`src/rtl/tile_gfx_pkg.sv`:
```
// Shared tile-graphics constants (origins, colours, tile size) and the
// tile scheduler state encoding, reused by the other graphics blocks.
package tile_gfx_pkg;

   localparam int TILE_PIXELS = 64;

   localparam logic [7:0] TILE_X [0:3] = '{8'd40, 8'd88, 8'd40, 8'd88};
   localparam logic [6:0] TILE_Y [0:3] = '{7'd20, 7'd20, 7'd68, 7'd68};

   localparam logic [2:0] BASE_COLOUR [0:3] = '{3'b100, 3'b010, 3'b001, 3'b110};
   localparam logic [2:0] FLASH_COLOUR      = 3'b111;

   typedef enum logic [2:0] {
      IDLE,
      FETCH,
      PAINT,
      HOLD,
      RESTORE,
      DONE
   } sched_state_t;

endpackage

```
`src/rtl/tile_cmd_fifo.sv`:
```
// Synchronous command FIFO for the tile scheduler; pushes while full and
// pops while empty are ignored.
module tile_cmd_fifo #(
   parameter int DEPTH = 4,
   parameter int WIDTH = 29
) (
   input  logic                       clock,
   input  logic                       reset,
   input  logic                       push,
   input  logic                       pop,
   input  logic [WIDTH-1:0]           wr_data,
   output logic [WIDTH-1:0]           rd_data,
   output logic                       full,
   output logic                       empty,
   output logic [$clog2(DEPTH):0]     count
);

   localparam int AW = $clog2(DEPTH);
   localparam int CW = AW + 1;

   logic [WIDTH-1:0] mem [DEPTH];
   logic [AW-1:0]    wr_ptr;
   logic [AW-1:0]    rd_ptr;
   logic             do_push;
   logic             do_pop;

   assign full    = (count == CW'(DEPTH));
   assign empty   = (count == '0);
   assign do_push = push && !full;
   assign do_pop  = pop && !empty;
   assign rd_data = mem[rd_ptr];

   // NOTE: storage is not reset; count and pointers alone define which entries are valid.
   always_ff @(posedge clock) begin
      if (do_push) mem[wr_ptr] <= wr_data;
   end

   always_ff @(posedge clock) begin
      if (reset) begin
         wr_ptr <= '0;
         rd_ptr <= '0;
         count  <= '0;
      end else begin
         if (do_push) wr_ptr <= wr_ptr + AW'(1);
         if (do_pop)  rd_ptr <= rd_ptr + AW'(1);
         if (do_push && !do_pop)      count <= count + CW'(1);
         else if (do_pop && !do_push) count <= count - CW'(1);
      end
   end

endmodule

```
`src/rtl/tile_flash_scheduler.sv`:
```
// Command-driven tile painter: queues draw/flash commands and drives the
// VGA pixel-write port with 64 plots per tile, plus hold and restore for flashes.
module tile_flash_scheduler
   import tile_gfx_pkg::*;
#(
   parameter int FIFO_DEPTH = 4,
   parameter int HOLD_W     = 26
) (
   input  logic              clock,
   input  logic              reset,
   input  logic              cmd_valid,
   output logic              cmd_ready,
   input  logic [1:0]        cmd_tile,
   input  logic              cmd_flash,
   input  logic [HOLD_W-1:0] cmd_hold,
   output logic              plot,
   output logic [7:0]        x,
   output logic [6:0]        y,
   output logic [2:0]        colour,
   output logic              done,
   output logic              busy
);

   localparam int          DW       = 2 + 1 + HOLD_W;
   localparam logic [5:0]  LAST_PIX = 6'(TILE_PIXELS - 1);

   logic                      fifo_full;
   logic                      fifo_empty;
   logic [$clog2(FIFO_DEPTH):0] fifo_count;
   logic [DW-1:0]             fifo_head;
   logic                      push;
   logic                      pop;

   sched_state_t      state, state_d;
   logic [5:0]        pix, pix_d;
   logic [HOLD_W-1:0] hold_cnt, hold_cnt_d;
   logic [1:0]        tile, tile_d;
   logic              flash, flash_d;

   logic              plot_d;
   logic [7:0]        x_d;
   logic [6:0]        y_d;
   logic [2:0]        colour_d;

   assign cmd_ready = !reset && !fifo_full;
   assign push      = cmd_valid && cmd_ready;
   assign busy      = (state != IDLE) || (fifo_count != '0);

   tile_cmd_fifo #(
      .DEPTH (FIFO_DEPTH),
      .WIDTH (DW)
   ) u_fifo (
      .clock   (clock),
      .reset   (reset),
      .push    (push),
      .pop     (pop),
      .wr_data ({cmd_tile, cmd_flash, cmd_hold}),
      .rd_data (fifo_head),
      .full    (fifo_full),
      .empty   (fifo_empty),
      .count   (fifo_count)
   );

   // NOTE: every signal gets a default before the case so no path can infer a latch.
   always_comb begin
      state_d    = state;
      pix_d      = pix;
      hold_cnt_d = hold_cnt;
      tile_d     = tile;
      flash_d    = flash;
      pop        = 1'b0;
      unique case (state)
         IDLE: begin
            if (!fifo_empty) state_d = FETCH;
         end
         FETCH: begin
            // The hold counter is loaded here; it stays untouched until HOLD.
            pop                              = 1'b1;
            {tile_d, flash_d, hold_cnt_d}    = fifo_head;
            pix_d                            = '0;
            state_d                          = PAINT;
         end
         PAINT: begin
            pix_d = pix + 6'd1;
            if (pix == LAST_PIX) state_d = flash ? HOLD : DONE;
         end
         HOLD: begin
            if (hold_cnt == '0) begin
               pix_d   = '0;
               state_d = RESTORE;
            end else begin
               hold_cnt_d = hold_cnt - HOLD_W'(1);
            end
         end
         RESTORE: begin
            pix_d = pix + 6'd1;
            if (pix == LAST_PIX) state_d = DONE;
         end
         DONE: begin
            state_d = fifo_empty ? IDLE : FETCH;
         end
         default: state_d = IDLE;
      endcase
   end

   // Pixel outputs are derived from the next state so they register alongside it.
   always_comb begin
      plot_d   = (state_d == PAINT) || (state_d == RESTORE);
      colour_d = ((state_d == PAINT) && flash_d) ? FLASH_COLOUR : BASE_COLOUR[tile_d];
      x_d      = TILE_X[tile_d] + {5'd0, pix_d[2:0]};
      y_d      = TILE_Y[tile_d] + {4'd0, pix_d[5:3]};
   end

   always_ff @(posedge clock) begin
      if (reset) begin
         state    <= IDLE;
         pix      <= '0;
         hold_cnt <= '0;
         tile     <= '0;
         flash    <= 1'b0;
         plot     <= 1'b0;
         x        <= '0;
         y        <= '0;
         colour   <= '0;
         done     <= 1'b0;
      end else begin
         state    <= state_d;
         pix      <= pix_d;
         hold_cnt <= hold_cnt_d;
         tile     <= tile_d;
         flash    <= flash_d;
         plot     <= plot_d;
         done     <= (state_d == DONE);
         if (plot_d) begin
            x      <= x_d;
            y      <= y_d;
            colour <= colour_d;
         end
      end
   end

endmodule

```
`config.mk`:
```
export PLATFORM = sky130hd
export DESIGN_NAME = tile_flash_scheduler
export DESIGN_NICKNAME = d
export VERILOG_FILES = /design/src/rtl/tile_gfx_pkg.sv /design/src/rtl/tile_cmd_fifo.sv /design/src/rtl/tile_flash_scheduler.sv
export SDC_FILE = /design/constraint.sdc
export NUM_CORES = 1
export LEC_CHECK = 0
export BUFFER_PORTS_ARGS = -buffer_cell sky130_fd_sc_hd__clkbuf_2
export CORE_MARGIN = 4
export CORE_UTILIZATION = 40
export CTS_BUF_LIST = sky130_fd_sc_hd__clkbuf_8
export DETAILED_ROUTE_END_ITERATION = 16
export GPL_TIMING_DRIVEN = 0
export PLACE_DENSITY_LB_ADDON = 0.3
export SYNTH_ARGS = -nofsm -noshare
export SYNTH_HDL_FRONTEND = slang
export SYNTH_SLANG_ARGS = --single-unit
```
`constraint.sdc`:
```
create_clock -name clock -period 5.55 [get_ports clock]
set_clock_uncertainty 0.15 [all_clocks]
set_input_delay 0.2775 -clock clock [delete_from_list [all_inputs] [get_ports clock]]
set_output_delay 0.2775 -clock clock [all_outputs]
set_load 0.02 [all_outputs]
```
==> results of run 1 <==
==> report_power, final <==
group          switching (mW)  internal [mW]  leakage (nW)  total, mW
clock network           0.511          0.328         0.189      0.839
registers               0.104           1.58          1.57       1.69
logic                   0.907          0.491          1.33       1.40
total                    1.52           2.40          3.09       3.92
==> worst max path at each step <==
stage | start | depth (start not counted) | to | slack [ns]
floorplan | u_fifo.count[0]$_SDFFE_PP0P_ | 10 | u_fifo.count[2]$_SDFFE_PP0P_ | 2.82
global placement | hold_cnt[0]$_SDFFE_PP0P_ | 9 | hold_cnt[14]$_SDFFE_PP0P_ | 2.39
detailed placement | hold_cnt[0]$_SDFFE_PP0P_ | 9 | hold_cnt[20]$_SDFFE_PP0P_ | 2.37
CTS | hold_cnt[0]$_SDFFE_PP0P_ | 9 | hold_cnt[20]$_SDFFE_PP0P_ | 2.33
global route | hold_cnt[0]$_SDFFE_PP0P_ | 9 | hold_cnt[21]$_SDFFE_PP0P_ | 2.03
finish | hold_cnt[0]$_SDFFE_PP0P_ | 9 | hold_cnt[20]$_SDFFE_PP0P_ | 2.28
==> cell usage after synthesis, types with 2 or more instances <==
master and number:
edfxtp_1 116, xor2_1 5, and2_1 3, dfxtp_1 64, ha_1 9, o31a_1 2
buf_4 5, nor2_1 46, and3_1 6, nor2b_1 2, o21ai_1 16, nand3_1 13
a311oi_1 3, buf_1 9, inv_1 12, o32ai_1 2, buf_2 5, nand2b_1 4
o41ai_1 6, clkbuf_1 18, a31o_1 2, o21ai_0 13, a21oi_1 51, mux2i_1 10
a32o_1 2, mux4_2 29, o31ai_1 9, xnor2_1 3, or2_2 4, a22oi_1 2
a211oi_1 7, or4_1 3, or3_1 6, nand4_1 2, nand2_1 64, a31oi_1 3
or2_0 2, o21a_1 4, nor3_1 16
==> flip-flops by register name, indices dropped and copies added, names as in the netlist, 2 cells and up, named ones only <==
signal	flops
u_fifo.mem	116
u_fifo.wr_ptr	2
state	3
y	6
pix	6
tile	2
colour	3
u_fifo.rd_ptr	2
x	6
hold_cnt	26
u_fifo.count	3
==> kinds of logic (layout without fill, tap and decap cells) <==
logic type,Yosys count,count (layout)
AOI/OAI and AO/OA,133,133
xor gates and xnor gates,8,8
adders and majority gates,10,10
buffers and inverters,49,160
DFF,180,180
muxes,39,39
other,1,2
and+or+nand+nor,179,179
==> worst max-delay path, cell delays in order (launching register included) <==
cell     delay, ns
dfxtp_1       0.36
inv_1         0.12
ha_1          0.23
or4b_2        0.69
nor4_4        0.47
nand4_1       0.28
a21oi_2       0.40
buf_4         0.25
o21ai_1       0.09
a21oi_1       0.15
==> cell type report <==
cell class                 instances  area (sq um)  share of cell area, %
clock buffer                      17           234                   2.65
clock inverter                    15           139                   1.57
multi-input combinational        371          2660                   30.1
timing repair buffer              79           541                   6.11
buffer                            37           164                   1.85
tap                              234           293                   3.31
sequential                       180          4760                   53.9
inverter                          12          45.0                  0.509
==> timing repair <==
| item | 4_1_cts | 5_1_grt |
|---|---|---|
| hold buffers | 29 | 0 |
| endpoints found under the hold margin | 116 | 0 |
| buffers inserted | 0 | 0 |
==> per-stage QoR <==
step	worst slack, ns	util (%)	cells
2_1_floorplan	2.82	-	600
3_3_place_gp	2.39	43.7	884
3_5_place_dp	2.37	43.7	884
4_1_cts	2.33	47.3	945
5_1_grt	2.03	47.3	945
6_report	2.28	47.3	945
==> cells in the final DEF, fill, tap and decap left out, types with 13 or more instances in the layout <==
cell type / count
nor2_1: 46
clkbuf_2: 50
dfxtp_1: 64
nor3_1: 16
mux4_2: 29
dlygate4sd3_1: 29
nand2_1: 64
o21ai_0: 13
a21oi_1: 51
clkbuf_8: 17
o21ai_1: 16
clkbuf_1: 18
edfxtp_1: 116
nand3_1: 13
==> routing by layer <==
layer | wire [microns] | track usage [%] | up-vias
met5 | 0 | 0 | -
met4 | 376 | 6.77 | 0
met3 | 900 | 4.13 | 31
met2 | 8290 | 26.9 | 157
met1 | 7280 | 20.7 | 2548
li1 | - | - | 2462
==> impl_metrics.json, run 1 <==
{
  "yosys.area.top_type": "edfxtp_1",
  "grt_max_degree": 30,
  "antenna_found_initial": 0,
  "whs_path_depth": 4,
  "clk_latency_ns": 0.47,
  "max_freq_mhz": 306,
  "cp_max_fo": 10,
  "synth_xor_area_share_pct": 0.918,
  "power.total_mw": 3.92,
  "fillCellCount": 1624,
  "hold_viol": 0,
  "syn_area_per_cell_sq_um": 12.7,
  "drc": 0,
  "io_pins": 54,
  "num-nets-final": 740,
  "port_buffers": 50,
  "die_area_sq_um": 21300,
  "num_antenna_cells": 0,
  "synthFlopType": "edfxtp_1",
  "async_reset_ff_share_pct": 0,
  "worstHoldPathType": "in -> reg",
  "cts.clk_slew.worst_paths_ns": 0.10,
  "r2r_cells": 9,
  "grt_pass1_vias": 5297,
  "grt_setup_unrepaired": "false",
  "worstMarginPinSlew_ns": 1.19,
  "routabilityCongestion": 0.925,
  "synthCells": 599,
  "power_density_nw_per_um2": 444,
  "drv_slew": 0,
  "synth-compound-area-share_pct": 11.1,
  "yosys.area_share.simple_pct": 11.2,
  "postRouteWirelength_mm": 16.8,
  "leakagePower_nw": 3.09,
  "synth_fa_ha_area_share_pct": 1.74,
  "die_w_microns": 146,
  "htreeDepth": 4,
  "cts_tree": "yes",
  "hold_end": "u_fifo.wr_ptr[1]$_SDFFE_PP0P_",
  "r2r_start": "hold_cnt[0]$_SDFFE_PP0P_",
  "r2r_end": "hold_cnt[20]$_SDFFE_PP0P_",
  "yosysWarnings": 0,
  "via_per_inst": 5.50,
  "critical_path_arrival_ns": 3.51,
  "tns_ns": 0,
  "wl_per_cell_microns": 17.8,
  "start_util_pct": 40.8,
  "clock_sinks": 180,
  "die_y_microns": 146,
  "cts-buffers-inserted": 17,
  "placed_area_sq_um": 8180,
  "synth_top_area_share_pct": 45.7,
  "synth_top_family_by_area": "simple AND/OR/NAND/NOR gates",
  "dp_hpwl_mm": 11.2,
  "overflow": 0,
  "area_delta_synth_final_pct": 15.9,
  "drt_iter0_drc": 349,
  "maxSlewHeadroom_pct": 20.2,
  "cts.path.max_buffers": 2,
  "synth_mux_area_share_pct": 9.87,
  "finalCriticalPeriod_ns": 3.27,
  "cts-root-buf": "clkbuf_8",
  "synth_edf_count": 116,
  "peakVddDrop_uv": 212,
  "final.period_utilization_pct": 58.9,
  "fin_area_sq_um": 8840,
  "status": "finished clean",
  "maxCapViolCount": 0,
  "antenna_left": 0,
  "hp-start": "cmd_valid",
  "drtPass1Iterations": 5,
  "ys_seq_elements": 180,
  "synthesis.area_sq_um": 7630,
  "grt_pass1_wl_mm": 27.6,
  "vias": 5198,
  "start_kind": "flip-flop",
  "cts_resized": 0,
  "rrSetupSlack_ns": 2.28,
  "drive_above_1_share_pct": 19.7,
  "end_kind": "flip-flop",
  "setup_viol": 0,
  "yosys-top-cells-area": "edfxtp_1, dfxtp_1, mux4_2, a21oi_1, nand2_1",
  "crit_type": "reg -> reg",
  "holdWs_ns": 0.207,
  "rows": 50,
  "track_usage_pct": 16.3,
  "cp.required_ns": 5.79,
  "seq_area_frac_synth_pct": 62.5,
  "synth.distinct_cells": 60,
  "core_sq_um": 18700
}
Power figures use the tool's default switching activity.
==> run 2, diff against run 1 <==
--- a/config.mk
+++ b/config.mk
@@ -5,6 +5,7 @@
 export SDC_FILE = /design/constraint.sdc
 export NUM_CORES = 1
 export LEC_CHECK = 0
+export ABC_AREA = 1
 export BUFFER_PORTS_ARGS = -buffer_cell sky130_fd_sc_hd__clkbuf_2
 export CORE_MARGIN = 4
 export CORE_UTILIZATION = 40
==> constraint.sdc (replaced) <==
create_clock -name clock -period 3.3 [get_ports clock]
set_clock_uncertainty 0.15 [all_clocks]
set_input_delay 0.165 -clock clock [delete_from_list [all_inputs] [get_ports clock]]
set_output_delay 0.165 -clock clock [all_outputs]
set_load 0.02 [all_outputs]
==> run 2 against run 1 <==
Compared with the run above: utilization grew 1.3 points; global-route usage is 0.88 points higher; register-to-register slack worse by 1.5 ns; synthesized area grew 1.7%; count of clock-buffer cells in the layout is the same; critical path type unchanged; largest cell class unchanged; highest routed layer unchanged.
==> impl_metrics.json, run 2 <==
{
  "top_regs": "u_fifo.mem: 116 flops, hold_cnt: 26 flops",
  "setup_viol": 0,
  "port_buffers": 50,
  "crit_start": "u_fifo.count[1]$_SDFFE_PP0P_",
  "dp_hpwl_mm": 12.2,
  "drv_slew": 0,
  "wl_per_cell_microns": 15.5,
  "cts-root-buf": "clkbuf_8",
  "synthCells": 775,
  "cts.clk_slew.worst_paths_ns": 0.11,
  "synthesis.area_sq_um": 7760,
  "placed_area_sq_um": 8470,
  "routabilityCongestion": 0.908,
  "largest_register_ffs": 116,
  "num_antenna_cells": 0,
  "max_freq_mhz": 398,
  "vias": 5818,
  "htreeDepth": 4,
  "cts_tree": "yes",
  "grt_max_degree": 23,
  "finalCriticalPeriod_ns": 2.52,
  "drt_iter0_drc": 343,
  "synth.distinct_cells": 41,
  "grt_pass1_wl_mm": 29.3,
  "seq_area_frac_synth_pct": 61.4,
  "ys_seq_elements": 180,
  "hold_end": "colour[1]$_SDFFE_PP0P_",
  "antenna_left": 0,
  "drc": 0,
  "fillCellCount": 1799,
  "stdcell_count": 1151,
  "yosysWarnings": 0,
  "cts_hold_repair.buffers": 29,
  "crit_type": "reg -> reg",
  "area_delta_synth_final_pct": 18.3,
  "drive_above_1_share_pct": 15.7,
  "fin_area_sq_um": 9180,
  "die_area_sq_um": 21700,
  "power_density_nw_per_um2": 806,
  "synth.most_common_cell": "nand2_1",
  "clock_sinks": 180,
  "hp-start": "reset",
  "maxCapViolCount": 0,
  "cp.required_ns": 3.53,
  "track_usage_pct": 17.2,
  "drtPass1Iterations": 5,
  "final_common_cell": "nand2_1",
  "syn_area_per_cell_sq_um": 10.0,
  "async_reset_ff_share_pct": 0,
  "dp.cells": 1090,
  "layout_common_cells": "nand2_1, edfxtp_1, nor2_1, o21ai_0, dfxtp_1",
  "worstHoldPathType": "in -> reg",
  "core_sq_um": 18900,
  "rows": 50,
  "regArea_sq_um": 4760,
  "timing.final.ws_setup_ns": 0.784,
  "clk_latency_ns": 0.48,
  "r2r_start": "u_fifo.count[1]$_SDFFE_PP0P_",
  "post_cts_buffers": 0,
  "final.period_utilization_pct": 76.2,
  "r2r_end": "u_fifo.count[2]$_SDFFE_PP0P_",
  "rrSetupSlack_ns": 0.78,
  "grt_setup_unrepaired": "false",
  "start_kind": "flip-flop",
  "worstMarginPinSlew_ns": 0.671,
  "grt_pass1_vias": 5701,
  "leakagePower_nw": 3.58,
  "num-nets-final": 920,
  "die_y_microns": 147,
  "synth_edf_count": 116,
  "cts.path.max_buffers": 2,
  "multi_input_area_sq_um": 2650,
  "critical_path_arrival_ns": 2.74,
  "synth_top_area_share_pct": 44.9,
  "yosys.area.top_type": "edfxtp_1",
  "yosys-top-cells-area": "edfxtp_1, dfxtp_1, nand2_1, o21ai_0, nor2_1",
  "end_kind": "flip-flop",
  "whs_path_depth": 2,
  "cts_resized": 0,
  "maxSlewHeadroom_pct": 55.3,
  "antenna_found_initial": 0,
  "power.total_mw": 7.40,
  "dp_slack_ns": 0.652,
  "start_util_pct": 41.1,
  "peakVddDrop_uv": 421,
  "cts-buffers-inserted": 17,
  "synth_common_cells": "nand2_1, edfxtp_1, nor2_1",
  "io_pins": 54,
  "status": "finished clean",
  "overflow": 0,
  "fin_util_pct": 48.6,
  "hold_viol": 0,
  "regMostFlops": "u_fifo.mem",
  "postRouteWirelength_mm": 17.9,
  "cp_max_fo": 9,
  "via_per_inst": 5.05,
  "r2r_cells": 11,
  "synthFlopType": "edfxtp_1",
  "die_w_microns": 147
}
==> run 2: changes by cell type after synthesis, sizes merged, moves of 10 or more <==
cell	previous run	this run
nand2	65	144
nor2	46	102
o21ai	30	82
inv	12	54
mux4	29	0
a31oi	3	22
nand3	13	29
o22ai	0	13
a221o	0	11
mux2i	10	0
==> run 2: layer usage <==
layer | global-route usage, % | wire length (microns)
met1 | 22.7 | 8120
met4 | 6.66 | 422
met3 | 3.15 | 910
met2 | 28.3 | 8440
met5 | 0 | 0
==> run 2: report_power, final <==
part	switching, mW	total [mW]	internal [mW]
sequential	0.257	2.96	2.71
clock	0.915	1.56	0.647
combinational	1.86	2.88	1.01
total	3.04	7.40	4.36
==> run 2: area by class of cell <==
cell class / count / share of cell area [%]
sequential: 180 / 51.9
multi-input combinational: 505 / 28.9
tap: 260 / 3.54
inverter: 54 / 2.21
clock inverter: 15 / 1.99
timing repair buffer: 83 / 7.01
clock buffer: 17 / 2.55
buffer: 37 / 1.89
==> run 2: critical path: stages (launching register included) <==
cell	delay, ns
dfxtp_1	0.38
inv_1	0.08
a31oi_1	0.23
nand2_1	0.35
inv_1	0.14
ha_1	0.15
inv_1	0.07
fa_1	0.38
a21oi_1	0.15
o21ai_0	0.11
o21ai_0	0.17
a21oi_1	0.06
==> run 2: worst max path at each step <==
stage / end / slack [ns] / depth (start not counted)
floorplan: u_fifo.mem[0][0]$_DFFE_PP_ / 0.31 / 4
global placement: u_fifo.mem[3][14]$_DFFE_PP_ / -0.79 / 4
detailed placement: u_fifo.count[2]$_SDFFE_PP0P_ / 0.65 / 11
CTS: u_fifo.count[2]$_SDFFE_PP0P_ / 0.76 / 11
global route: u_fifo.count[1]$_SDFFE_PP0P_ / 0.55 / 11
finish: u_fifo.count[2]$_SDFFE_PP0P_ / 0.78 / 11
==> run 2: cell families after synthesis <==
family                     after synthesis  share of synthesized area [%]
AOI/OAI and AO/OA                      184                           13.6
xor gates and xnor gates                19                           2.14
adders and majority gates               10                           1.71
buffers and inverters                   91                           4.85
DFF                                    180                           61.4
other                                    1                         0.0483
and+or+nand+nor                        290                           16.3
==> run 2: metrics by stage <==
step,hold WS [ns],TNS (ns)
4_1_cts,0.0404,0
5_1_grt,0.0872,0
6_report,0.0467,0
2_1_floorplan,0.114,0
3_5_place_dp,0.236,0
3_3_place_gp,0.234,-83.63
==> run 3, diff against run 2 <==
--- a/config.mk
+++ b/config.mk
@@ -5,7 +5,7 @@
 export SDC_FILE = /design/constraint.sdc
 export NUM_CORES = 1
 export LEC_CHECK = 0
-export ABC_AREA = 1
+export ABC_AREA = 0
 export BUFFER_PORTS_ARGS = -buffer_cell sky130_fd_sc_hd__clkbuf_2
 export CORE_MARGIN = 4
 export CORE_UTILIZATION = 40
==> constraint.sdc (replaced) <==
create_clock -name clock -period 2.32 [get_ports clock]
set_clock_uncertainty 0.15 [all_clocks]
set_input_delay 0.116 -clock clock [delete_from_list [all_inputs] [get_ports clock]]
set_output_delay 0.116 -clock clock [all_outputs]
set_load 0.02 [all_outputs]
==> run 3 against run 2 <==
Compared with the run above: the flow now finishes with violations (setup timing); non-clock buffer count grew 23; largest power group is now combinational cells; first-iteration DRC count grew 57%; utilization grew 2.3 points; critical endpoint is now hold_cnt[22]$_SDFFE_PP0P_; clock power grew 33%; fmax shrank 1.1%; final cell count shrank 16%; critical path type unchanged; highest routed layer unchanged; via count shrank 6.5%; global-route usage shrank 0.24 points; count of clock-buffer cells in the layout is the same; sequential share of layout area shrank 1.6 points.
==> impl_metrics.json, run 3 (synthesis results as in run 1) <==
{
  "status": "complete, but fails checks",
  "violations": "setup timing",
  "max_freq_mhz": 393,
  "die_area_sq_um": 21300,
  "antenna_found_initial": 0,
  "cp_max_fo": 7,
  "tns_ns": -5.38,
  "antenna_left": 0,
  "leakagePower_nw": 3.36,
  "core_sq_um": 18700,
  "cp_cell_sequence": "inv_4, ha_4, or4b_4, nor4_4, buf_4, buf_6, nand2_2, o31a_1, o21ai_2, a21oi_2",
  "start_util_pct": 40.8,
  "num_antenna_cells": 0,
  "maxSlewHeadroom_pct": 42.5,
  "crit_type": "reg -> reg",
  "drive_above_1_share_pct": 32.2,
  "clk_latency_ns": 0.46,
  "crit_path_top_delay_cell": "or4b_4",
  "critical_path_arrival_ns": 2.72,
  "top_regs": "u_fifo.mem: 116 flops, hold_cnt: 26 flops",
  "cts_tree": "yes",
  "num-nets-final": 767,
  "worstMarginPinSlew_ns": 0.859,
  "crit_buf_inv": 3,
  "largest_register_ffs": 116,
  "grt_pass1_wl_mm": 28.5,
  "die_y_microns": 146,
  "cp.required_ns": 2.49,
  "setup_viol": 46,
  "dp_slack_ns": -0.697,
  "cts-buffers-inserted": 17,
  "routabilityCongestion": 0.891,
  "regMostFlops": "u_fifo.mem",
  "start_kind": "flip-flop",
  "drv_slew": 0,
  "final.period_utilization_pct": 110,
  "clock_sinks": 180,
  "drc": 0,
  "postRouteWirelength_mm": 18.0,
  "die_w_microns": 146,
  "area_delta_synth_final_pct": 24.7,
  "cts.path.max_buffers": 2,
  "final_common_cell": "edfxtp_1",
  "via_per_inst": 5.60,
  "io_pins": 54,
  "overflow": 0,
  "max_stage_delay_ns": 0.50,
  "track_usage_pct": 16.9,
  "wl_per_cell_microns": 18.5,
  "hold_viol": 0,
  "rows": 50,
  "worstHoldPathType": "in -> reg",
  "layout_common_cells": "edfxtp_1, nand2_1, dfxtp_1, clkbuf_2, a21oi_1",
  "peakVddDrop_uv": 537,
  "port_buffers": 50,
  "dp_hpwl_mm": 11.5,
  "path_delay_family": "simple AND/OR/NAND/NOR gates",
  "maxCapViolCount": 0,
  "htreeDepth": 4,
  "end_kind": "flip-flop",
  "cts-root-buf": "clkbuf_8",
  "drt_iter0_drc": 539,
  "drtPass1Iterations": 8,
  "finalCriticalPeriod_ns": 2.54,
  "power_density_nw_per_um2": 1140,
  "cts.clk_slew.worst_paths_ns": 0.09,
  "grt_setup_unrepaired": "true",
  "grt_max_degree": 30,
  "grt_pass1_vias": 5354,
  "vias": 5439,
  "timing.final.ws_setup_ns": -0.223
}
==> run 3: changes by cell type in the layout (fill, tap and decap cells not counted), sizes merged, moves of 10 or more <==
| cell | change |
|---|---|
| nand2 | -79 |
| nor2 | -56 |
| o21ai | -52 |
| inv | -45 |
| mux4 | +29 |
| buf | +28 |
| a31oi | -19 |
| nand3 | -16 |
| o22ai | -13 |
| a221o | -11 |
| mux2i | +10 |
==> run 3: report_power, final <==
group,switching (mW),internal (mW),total [mW]
clock,1.19,0.877,2.07
combinational,2.64,2.02,4.67
sequential,0.281,3.81,4.09
==> run 3: metrics by stage <==
step / cells / power (mW) / hold slack [ns] / util (%) / area [sq um]
after floorplan: 600 / 6.67 / 0.0649 / - / 7740
after global placement: 884 / 7.48 / 0.179 / 44.3 / 8280
after detailed placement: 884 / 7.59 / 0.187 / 44.3 / 8280
after CTS: 965 / 10.3 / 0.125 / 49.5 / 9250
after global routing: 972 / 11.4 / 0.142 / 50.8 / 9510
final: 972 / 10.8 / 0.152 / 50.8 / 9510
==> run 3: area by class of cell <==
class,count,area [sq um]
Buffer,33,229
Fill cell,1559,9190
Clock inverter,15,149
Clock buffer,17,234
Sequential cell,180,4780
Tap cell,234,293
Multi-Input combinational cell,371,2940
Inverter,12,47.5
Timing Repair Buffer,110,832
==> run 3: final timing paths <==
| path | from | to | slack (ns) | cells after the start |
|---|---|---|---|---|
| hold reg to reg | x[1]$_SDFFE_PP0P_ | x[1]$_SDFFE_PP0P_ | 0.32 | 2 |
| setup / recovery | hold_cnt[0]$_SDFFE_PP0P_ | hold_cnt[22]$_SDFFE_PP0P_ | -0.22 | 10 |
| hold / removal | reset | hold_cnt[8]$_SDFFE_PP0P_ | 0.15 | 3 |
| setup reg to reg | hold_cnt[0]$_SDFFE_PP0P_ | hold_cnt[22]$_SDFFE_PP0P_ | -0.22 | 10 |
==> run 3: worst reg2reg max path: stages, from the launching register on <==
cell	delay, ns
dfxtp_4	0.37
inv_4	0.07
ha_4	0.13
or4b_4	0.50
nor4_4	0.25
buf_4	0.18
buf_6	0.13
nand2_2	0.10
o31a_1	0.28
o21ai_2	0.18
a21oi_2	0.07
==> run 3: timing repair <==
action / in CTS / in global routing
hold buffers: 30 / 0
resized for setup: 51 / 45
hold endpoints to repair: 117 / 0
pin swaps: 13 / 19
setup buffers: 18 / 7
gates cloned: 2 / 3
setup endpoints to repair: 56 / 54
==> run 3: layer usage <==
layer | GRT usage [%] | wire length (microns) | up-vias
met5 | 0 | 0 | -
met4 | 5.50 | 305 | 0
met3 | 4.66 | 1200 | 27
met2 | 27.1 | 8820 | 225
met1 | 22.6 | 7660 | 2668
li1 | - | - | 2519
